==> src/rtl/simple_dual_ram_clr.sv <==
// Simple dual-port RAM (one write, one read port) with a self-clearing sequence
// that fills every entry with INIT_VALUE after reset or on a clear pulse.
module simple_dual_ram_clr #(
    parameter int unsigned     SIZE       = 8,
    parameter int unsigned     DEPTH      = 8,
    parameter int unsigned     OUT_REG    = 0,
    parameter int unsigned     RDW_MODE   = 0,
    parameter logic [SIZE-1:0] INIT_VALUE = '0,
    localparam int unsigned    AW         = $clog2(DEPTH)
) (
    input  logic            clk,
    input  logic            rst,
    input  logic [AW-1:0]   waddr,
    input  logic [SIZE-1:0] write_data,
    input  logic            write_en,
    input  logic [AW-1:0]   raddr,
    input  logic            read_en,
    input  logic            clear,
    output logic [SIZE-1:0] read_data,
    output logic            read_valid,
    output logic            busy
);

    localparam logic [0:0]    ST_CLEAR = 1'b0;
    localparam logic [0:0]    ST_RUN   = 1'b1;
    localparam logic [AW-1:0] LAST     = AW'(DEPTH - 1);

    logic [0:0]      state;
    logic [0:0]      state_nxt;
    logic [AW-1:0]   ccnt;
    logic [AW-1:0]   ccnt_nxt;
    logic            busy_nxt;

    logic            mem_we;
    logic [AW-1:0]   mem_wa;
    logic [SIZE-1:0] mem_wd;
    logic            rd_acc;
    logic            wr_ok;
    logic            rd_ok;
    logic            rdw_hit;

    logic [SIZE-1:0] mem [DEPTH];
    logic            v1;
    logic [SIZE-1:0] d1;

    // Address range qualification (DEPTH need not be a power of two)
    assign wr_ok   = 32'(waddr) < DEPTH;
    assign rd_ok   = 32'(raddr) < DEPTH;
    assign rdw_hit = (RDW_MODE != 0) && write_en && wr_ok && (waddr == raddr);

    // State register
    always_ff @(posedge clk or posedge rst) begin
        if (rst) begin
            state <= ST_CLEAR;
            ccnt  <= '0;
            busy  <= 1'b1;
        end else begin
            state <= state_nxt;
            ccnt  <= ccnt_nxt;
            busy  <= busy_nxt;
        end
    end

    // Next-state logic and write-port mux (clear path vs user path)
    always_comb begin
        state_nxt = state;
        ccnt_nxt  = ccnt;
        mem_we    = 1'b0;
        mem_wa    = waddr;
        mem_wd    = write_data;
        rd_acc    = 1'b0;
        case (state)
            ST_CLEAR: begin
                mem_we = 1'b1;
                mem_wa = ccnt;
                mem_wd = INIT_VALUE;
                if (clear) begin
                    ccnt_nxt = '0;
                end else if (ccnt == LAST) begin
                    state_nxt = ST_RUN;
                    ccnt_nxt  = '0;
                end else begin
                    ccnt_nxt = ccnt + AW'(1);
                end
            end
            default: begin
                mem_we = write_en && wr_ok;
                rd_acc = read_en;
                if (clear) begin
                    state_nxt = ST_CLEAR;
                    ccnt_nxt  = '0;
                end
            end
        endcase
        busy_nxt = (state_nxt == ST_CLEAR);
    end

    // Storage array: no reset so it maps onto block RAM
    always_ff @(posedge clk) begin
        if (mem_we) begin
            mem[mem_wa] <= mem_wd;
        end
    end

    // Read port; data register holds its value between reads
    always_ff @(posedge clk or posedge rst) begin
        if (rst) begin
            v1 <= 1'b0;
            d1 <= '0;
        end else begin
            v1 <= rd_acc;
            if (rd_acc) begin
                if (!rd_ok) begin
                    d1 <= INIT_VALUE;
                end else if (rdw_hit) begin
                    d1 <= write_data;
                end else begin
                    d1 <= mem[raddr];
                end
            end
        end
    end

    if (OUT_REG != 0) begin : g_out_reg
        logic            v2;
        logic [SIZE-1:0] d2;

        always_ff @(posedge clk or posedge rst) begin
            if (rst) begin
                v2 <= 1'b0;
                d2 <= '0;
            end else begin
                v2 <= v1;
                if (v1) begin
                    d2 <= d1;
                end
            end
        end

        assign read_valid = v2;
        assign read_data  = d2;
    end else begin : g_no_out_reg
        assign read_valid = v1;
        assign read_data  = d1;
    end

endmodule

==> config.mk <==
export PLATFORM = sky130hd
export DESIGN_NAME = simple_dual_ram_clr
export DESIGN_NICKNAME = d
export VERILOG_FILES = /design/src/rtl/simple_dual_ram_clr.sv
export SDC_FILE = /design/constraint.sdc
export NUM_CORES = 1
export LEC_CHECK = 0
export CAP_MARGIN = 15
export CORE_MARGIN = 2
export CORE_UTILIZATION = 51
export DETAILED_ROUTE_END_ITERATION = 6
export PLACE_DENSITY_LB_ADDON = 0.25
export SETUP_SLACK_MARGIN = 0.05
export SYNTH_ARGS = -nofsm -noshare
export SYNTH_HDL_FRONTEND = slang
export SYNTH_SLANG_ARGS = --single-unit
export TNS_END_PERCENT = 1
==> constraint.sdc <==
create_clock -name clk -period 1.8 [get_ports clk]
set_clock_uncertainty 0.1 [all_clocks]
set_input_delay 0.18 -clock clk [delete_from_list [all_inputs] [get_ports clk]]
set_output_delay 0.18 -clock clk [all_outputs]
set_load 0.03 [all_outputs]
==> flow_metrics.py <==
metrics = {
    "status": {
        "outcome": "completed",
    },
    "cts": {
        "clock-root-buffer": "clkbuf_8",
        "count_of_h_tree_levels_built_during_cts": 3,
        "post-cts-setup-buffers": 0,
        "tritoncts.num_buffers": 9,
        "clock_latency_ns": 0.34,
        "cts_max_path_buffers": 2,
        "cts.reportedPaths.clkPinSlew_ns": 0.07,
        "cts_num_sinks": 78,
        "ctsResizeCount": 3,
        "post_cts_hold_buffer_count": 0,
        "tritoncts": "done",
    },
    "synth": {
        "synth_area_sq_mm": 0.00319,
        "netlist.top_cell.by_area": "edfxtp_1",
        "synthDominantCellAreaShare_pct": 60.3,
        "ys_warns": 0,
        "yosysUniqueCellTypes": 28,
        "synth_cells": 201,
        "synth-seq-cells": 78,
        "synth.area.top_cells": "edfxtp_1 (60%), dfrtp_1 (10%), mux2i_1 (5.7%)",
        "seq_total_area_yosys_pct": 71.3,
        "mappedNetlistNets": 222,
        "syn_avg_cell_area_sq_um": 15.9,
    },
    "grt": {
        "grt.overflow.total": 0,
        "first_pass_grt_wire_length_um": 9230,
        "number_of_global_route_vias_before_repair": 1714,
        "grt_antenna_before_repair": 0,
        "pin_count_of_the_biggest_net_entering_global_routing": 18,
        "global_route.usage.total_pct": 17.7,
    },
    "routing": {
        "final_antenna_net_count": 0,
        "routedWlPerCell_um": 17.7,
        "route.detailed.drc": 0,
        "detailedRoute.firstIterationViolations": 164,
        "avgViaCountPerCell": 5.39,
        "drt_pass1_iterations": 5,
        "routed-via-count": 1735,
        "postRouteWirelength_um": 5710,
    },
    "power": {
        "reg_power_share_pct": 53.2,
        "netSwitchingFraction_pct": 23.1,
        "p_leak_nw": 1.47,
        "internal_power_mw": 3.06,
        "comb_power_share_pct": 12.7,
        "share_clk_of_total_power_pct": 34.1,
        "power.density_cell_area_mw_per_mm2": 1050,
        "net_switching_power_of_the_design_uw": 921,
        "ir_drop_mv": 0.591,
    },
    "setup_path": {
        "critical_path.startpoint_type": "flip-flop",
        "timing.critical_path.depth": 2,
        "cp.required_ns": 1.69,
        "r2r_cell_count": 2,
        "signal_arrival_time_at_the_worst_endpoint_ns": 1.67,
        "timing.critical_path.max_delay_family": "flip-flops",
        "cp_num_buf_inv": 0,
        "timing.reg2reg.setup_slack_ns": 0.01,
        "critical_path.cell_chain": "a31oi_1, nor2_2",
        "max_stage_delay_ns": 0.57,
        "crit_slowest_cell": "dfrtp_1",
        "criticalPathCategory": "reg -> reg",
        "path_max_fanout": 12,
        "timing.critical_path.to_type": "flip-flop",
    },
    "timing": {
        "fin_crit_ns": 1.79,
        "tightest_slew_ns": 0.646,
        "timing.fmax_mhz": 560,
        "timing.final.hold_violations": 0,
        "slew_headroom_pct": 56.8,
        "grt_setup_unrepaired": "yes",
        "timing.setup.tns_ns": 0,
        "final-max-slew-violation-count": 0,
        "finalHoldWorstSlack_ns": 0.0400,
        "period_share_pct": 99.2,
        "setup_viol": 0,
    },
    "floorplanning": {
        "io_pins": 29,
        "placement_rows": 28,
        "chipHeight_um": 83.1,
        "floorplan.core_area_sq_mm": 0.00599,
        "die_w_um": 83.1,
        "effective_utilization_at_floorplan_pct": 53.2,
        "design.die.area_sq_mm": 0.00690,
    },
    "final_layout": {
        "diodes_inserted": 0,
        "post_route_utilization_pct": 63.1,
        "layout-area-overhead-vs-synth_pct": 18.6,
        "nFillCells": 436,
        "fin_nets": 263,
        "post_route_cells_drive_above_1_share_pct": 19.4,
    },
    "placed_design": {
        "gp_congestion": 0.765,
        "numPortBuffers": 28,
        "dp_hpwl_um": 3750,
    },
    "flow_run": {
        "maxCapViolations": 0,
    },
    "hold_path": {
        "hold_path.class": "in -> async",
    },
}
[placed cells by master, fill, tap and decap left out]
| cell type | count |
|---|---|
| a31oi_1 | 2 |
| dfrtp_1 | 13 |
| dfstp_2 | 1 |
| clkbuf_8 | 9 |
| dlymetal6s2s_1 | 1 |
| nor2_2 | 5 |
| a21oi_1 | 1 |
| and2_1 | 8 |
| o31ai_1 | 7 |
| a22oi_1 | 1 |
| clkdlybuf4s50_1 | 26 |
| a22o_1 | 8 |
| nand2_1 | 11 |
| mux2_2 | 16 |
| bufinv_16 | 2 |
| clkinv_2 | 2 |
| or2_2 | 1 |
| a2bb2oi_1 | 1 |
| edfxtp_1 | 64 |
| clkbuf_1 | 2 |
| nor2_1 | 11 |
| o22ai_1 | 8 |
| nor3_1 | 1 |
| clkinv_1 | 1 |
| nor2b_1 | 3 |
| ha_1 | 2 |
| buf_4 | 11 |
| nand2b_1 | 1 |
| mux2i_1 | 18 |
| inv_1 | 6 |
| a32oi_1 | 2 |
| dlygate4sd2_1 | 1 |
| o31ai_2 | 1 |
[layer usage]
layer,up-vias,track usage [%],part of all wire [%]
met4,0,7.60,1.6
li1,843,-,-
met1,841,25.2,46
met2,43,26.9,48
met3,8,3.28,5.0
met5,-,0,0
[power groups by stage]
stage                     registers, mW  clock network (mW)  logic, mW
after global routing               2.13                1.46      0.544
final                              2.12                1.36      0.505
after detailed placement           2.16                   0      0.508
after floorplan                    2.24                   0      0.214
after CTS                          2.12                1.38      0.510
after global placement             2.15                   0      0.501
[cells by family (layout without fill, tap and decap cells)]
| family | after synthesis | in the layout | share of synthesized area, % |
|---|---|---|---|
| DFF | 78 | 78 | 71.3 |
| AOI/OAI and AO/OA | 31 | 31 | 7.42 |
| buffers and inverters | 15 | 61 | 3.30 |
| adders and majority gates | 2 | 2 | 0.785 |
| muxes | 34 | 34 | 11.3 |
| and+or+nand+nor | 41 | 41 | 5.89 |
[sequential cells by signal, summed over array words and instances (netlist names)]
register    flops
ccnt            3
read_valid      1
mem            64
state           1
read_data       8
busy            1
[final timing paths]
kind | start | to
max | state | mem[4][2]
min | rst | read_valid
max reg2reg | state | mem[4][2]
min reg2reg | read_data[6] | read_data[6]
max in group asynchronous | rst | busy
min in group clk | clear | ccnt[2]
[cell usage after synthesis]
cell       number
a21oi_1         1
and2_1          8
o22ai_1         8
nand2_1        11
nor2b_1         3
nor2_1         16
o31ai_1         7
mux2i_1        18
buf_12          2
a32oi_1         2
or2_2           1
nor3_1          1
buf_6           2
dfrtp_1        13
ha_1            2
buf_1           2
o31ai_2         1
a22o_1          8
a22oi_1         1
a31oi_1         2
a2bb2oi_1       1
inv_1           6
clkbuf_1        2
nand2b_1        1
mux2_2         16
dfstp_2         1
buf_2           1
edfxtp_1       64
[area by class of cell]
| type | instances | area, sq um | share of cell area (%) |
|---|---|---|---|
| clock inverter | 5 | 73.8 | 1.95 |
| clock buffer | 11 | 131 | 3.47 |
| timing repair buffer | 39 | 364 | 9.63 |
| inverter | 6 | 22.5 | 0.596 |
| sequential | 78 | 2270 | 60.1 |
| tap | 75 | 93.8 | 2.48 |
| multi-input combinational | 108 | 822 | 21.7 |
[metrics by stage]
stage	worst slack (ns)	total power, mW	cells	instance area [sq um]
final	0.0149	3.98	322	3780
after global routing	-0.0675	4.14	322	3780
after CTS	-0.122	4.01	322	3770
after floorplan	0.152	2.45	201	3190
after detailed placement	-0.249	2.66	306	3560
after global placement	-0.191	2.66	306	3560
[tightest hold or removal path: stages]
cell             delay [ns]
clkdlybuf4s50_1        0.39
inv_1                  0.05
buf_4                  0.23
No activity file was read; power rests on OpenSTA's default activity.
==> RTL change: new RTL, same settings <==
Set the parameter `SIZE` to 4 (it was 8).
--- a/src/rtl/simple_dual_ram_clr.sv
+++ b/src/rtl/simple_dual_ram_clr.sv
@@ -1,7 +1,7 @@
 // Simple dual-port RAM (one write, one read port) with a self-clearing sequence
 // that fills every entry with INIT_VALUE after reset or on a clear pulse.
 module simple_dual_ram_clr #(
-    parameter int unsigned     SIZE       = 8,
+    parameter int unsigned     SIZE       = 4,
     parameter int unsigned     DEPTH      = 8,
     parameter int unsigned     OUT_REG    = 0,
     parameter int unsigned     RDW_MODE   = 0,
Interface: changed (resized read_data and write_data); port bits go from 29 to 21. No check against the original RTL was run, so the function may have changed too.
==> RTL change against the original RTL <==
  * Power down 46%
  * Global-route usage shrank 0.64 points
  * Sequential cell count decreased by 36
  * Largest cell class unchanged
  * Sequential share of layout area shrank 3.7 points
  * Setup slack improved by 0.12 ns
  * Clock power down 46%
  * Largest power group unchanged
  * Wire length shrank 46%
  * Area after synthesis down 44%
  * Design area down 43%
==> RTL change: results (changes against the original RTL) <==
stage,metric,value,unit,change
run_status,status,"complete, no violations",,
clock_network,number of buffers created by CTS,5,,-4
global_route,largest net degree at the start of global routing,17,,-1
sta,Hold Slack,0.0005553,ns,-0.03949 ns
worst_setup_path,Max Fanout on Critical Path,2,,-10
worst_setup_path,reg-to-reg endpoint,mem[2][3],,
finish,fin nets,163,,-38%
worst_setup_path,Crit Reg-Reg Startpoint,ccnt[1],,
worst_setup_path,slowest CP cell,clkdlybuf4s50_1,,
power_and_ir_drop,maximum vdd ir drop,0.0006884,V,+16%
worst_setup_path,R2R setup slack,0.19,ns,+0.18 ns
worst_setup_path,Worst path max stage delay,0.67,ns,+0.10 ns
route,Via density,5.218,,-3.2%
power_and_ir_drop,Leak,0.8598,nW,-41%
logic_synthesis,fraction of registers with async set/reset,23.81,%,+5.9 points
global_route,All-Layer GR Usage,17.07,%,-0.64 points
worst_setup_path,CP arrival,1.39,ns,-0.28 ns
logic_synthesis,Post-synth EDFFs,32,,-50%
placed_design,IO buf count,20,,-29%
route,final WL,3082,microns,-46%
sta,Slew @ Worst Pin,0.4041,ns,-0.2416 ns
placed_design,Placer Congestion,0.7518,,-1.7%
clock_network,clock slew at reported path FFs,0.12,ns,+0.05 ns
logic_synthesis,Mapped Nets,134,,-40%
worst_setup_path,CP top delay family,buffers and inverters,,
finish,layout cells sized above 1,13.61,%,-5.8 points
clock_network,CTS Root Cell,clkbuf_4,,
route,iteration-0 DRC count of the detailed router,33,,-80%
placed_design,Detailed Place HPWL,2292,microns,-39%
global_route,vias in the first global route,1038,,-39%
global_route,met2 Use GR,25.53,%,-1.4 points
## RTL change: cell count changes after synthesis, sizes merged, moves of 4 or more
cell | unedited run | this run
buf | 7 | 2
mux2 | 16 | 0
o22ai | 8 | 0
mux4 | 0 | 4
o31ai | 8 | 0
a22o | 8 | 0
dfrtp | 13 | 9
o21ai | 0 | 4
nand2 | 11 | 6
edfxtp | 64 | 32
and2 | 8 | 4
## RTL change: layout make-up
cell class              count  area share [%]
repair buffers             26           11.93
clock buffers               5           1.745
multi-input cells          65           23.21
clock inverters             3           2.967
flip-flops and latches     42           56.43
inverters                   6           1.047
well taps                  46           2.676
## RTL change: stage by stage
stage               setup slack (ns)  power [mW]  instances
floorplan                     0.2687       1.307        117
global placement             0.09058       1.419        185
detailed placement          0.007413       1.432        185
CTS                           0.1030       2.151        193
global route                 0.06181       2.228        193
finish                        0.1317       2.135        193
## RTL change: power by group
group	internal, mW	leakage, nW	switching, mW
combinational	0.136	0.367	0.138
sequential	1.10	0.440	0.0291
clock	0.428	0.0528	0.302
total	1.67	0.860	0.470
## RTL change: cell families (layout without fill, tap and decap cells)
kind of cell               Yosys count  in the layout  share of synthesized area, %
AOI/OAI and AO/OA                   11             11                         3.670
buffers and inverters               10             40                         3.458
adders and majority gates            2              2                         1.411
and+or+nand+nor                     30             30                         7.834
DFF                                 42             42                         68.38
muxes                               22             22                         15.24
## RTL change: what timing repair did
item / CTS / global route
pin swaps: 0 / 0
gates resized for setup: 1 / 1
endpoints found under the setup margin: 1 / 5
hold buffers: 0 / 0
## RTL change: worst max-delay path by stage
stage | start | to | slack, ns | cells after the start
final | read_data[1] | read_data[1] | 0.13 | 1
after global routing | read_data[1] | read_data[1] | 0.06 | 1
after CTS | read_data[1] | read_data[1] | 0.10 | 1
after detailed placement | waddr[1] | mem[2][1] | 0.007 | 4
after global placement | raddr[0] | read_data[2] | 0.09 | 5
after floorplan | state | mem[2][0] | 0.27 | 3
## RTL change: routing by layer
layer / routed length (microns) / share of wire, %
met5: 0 / 0
met3: 163 / 5.3
met1: 1358 / 44
met4: 48 / 1.6
met2: 1511 / 49
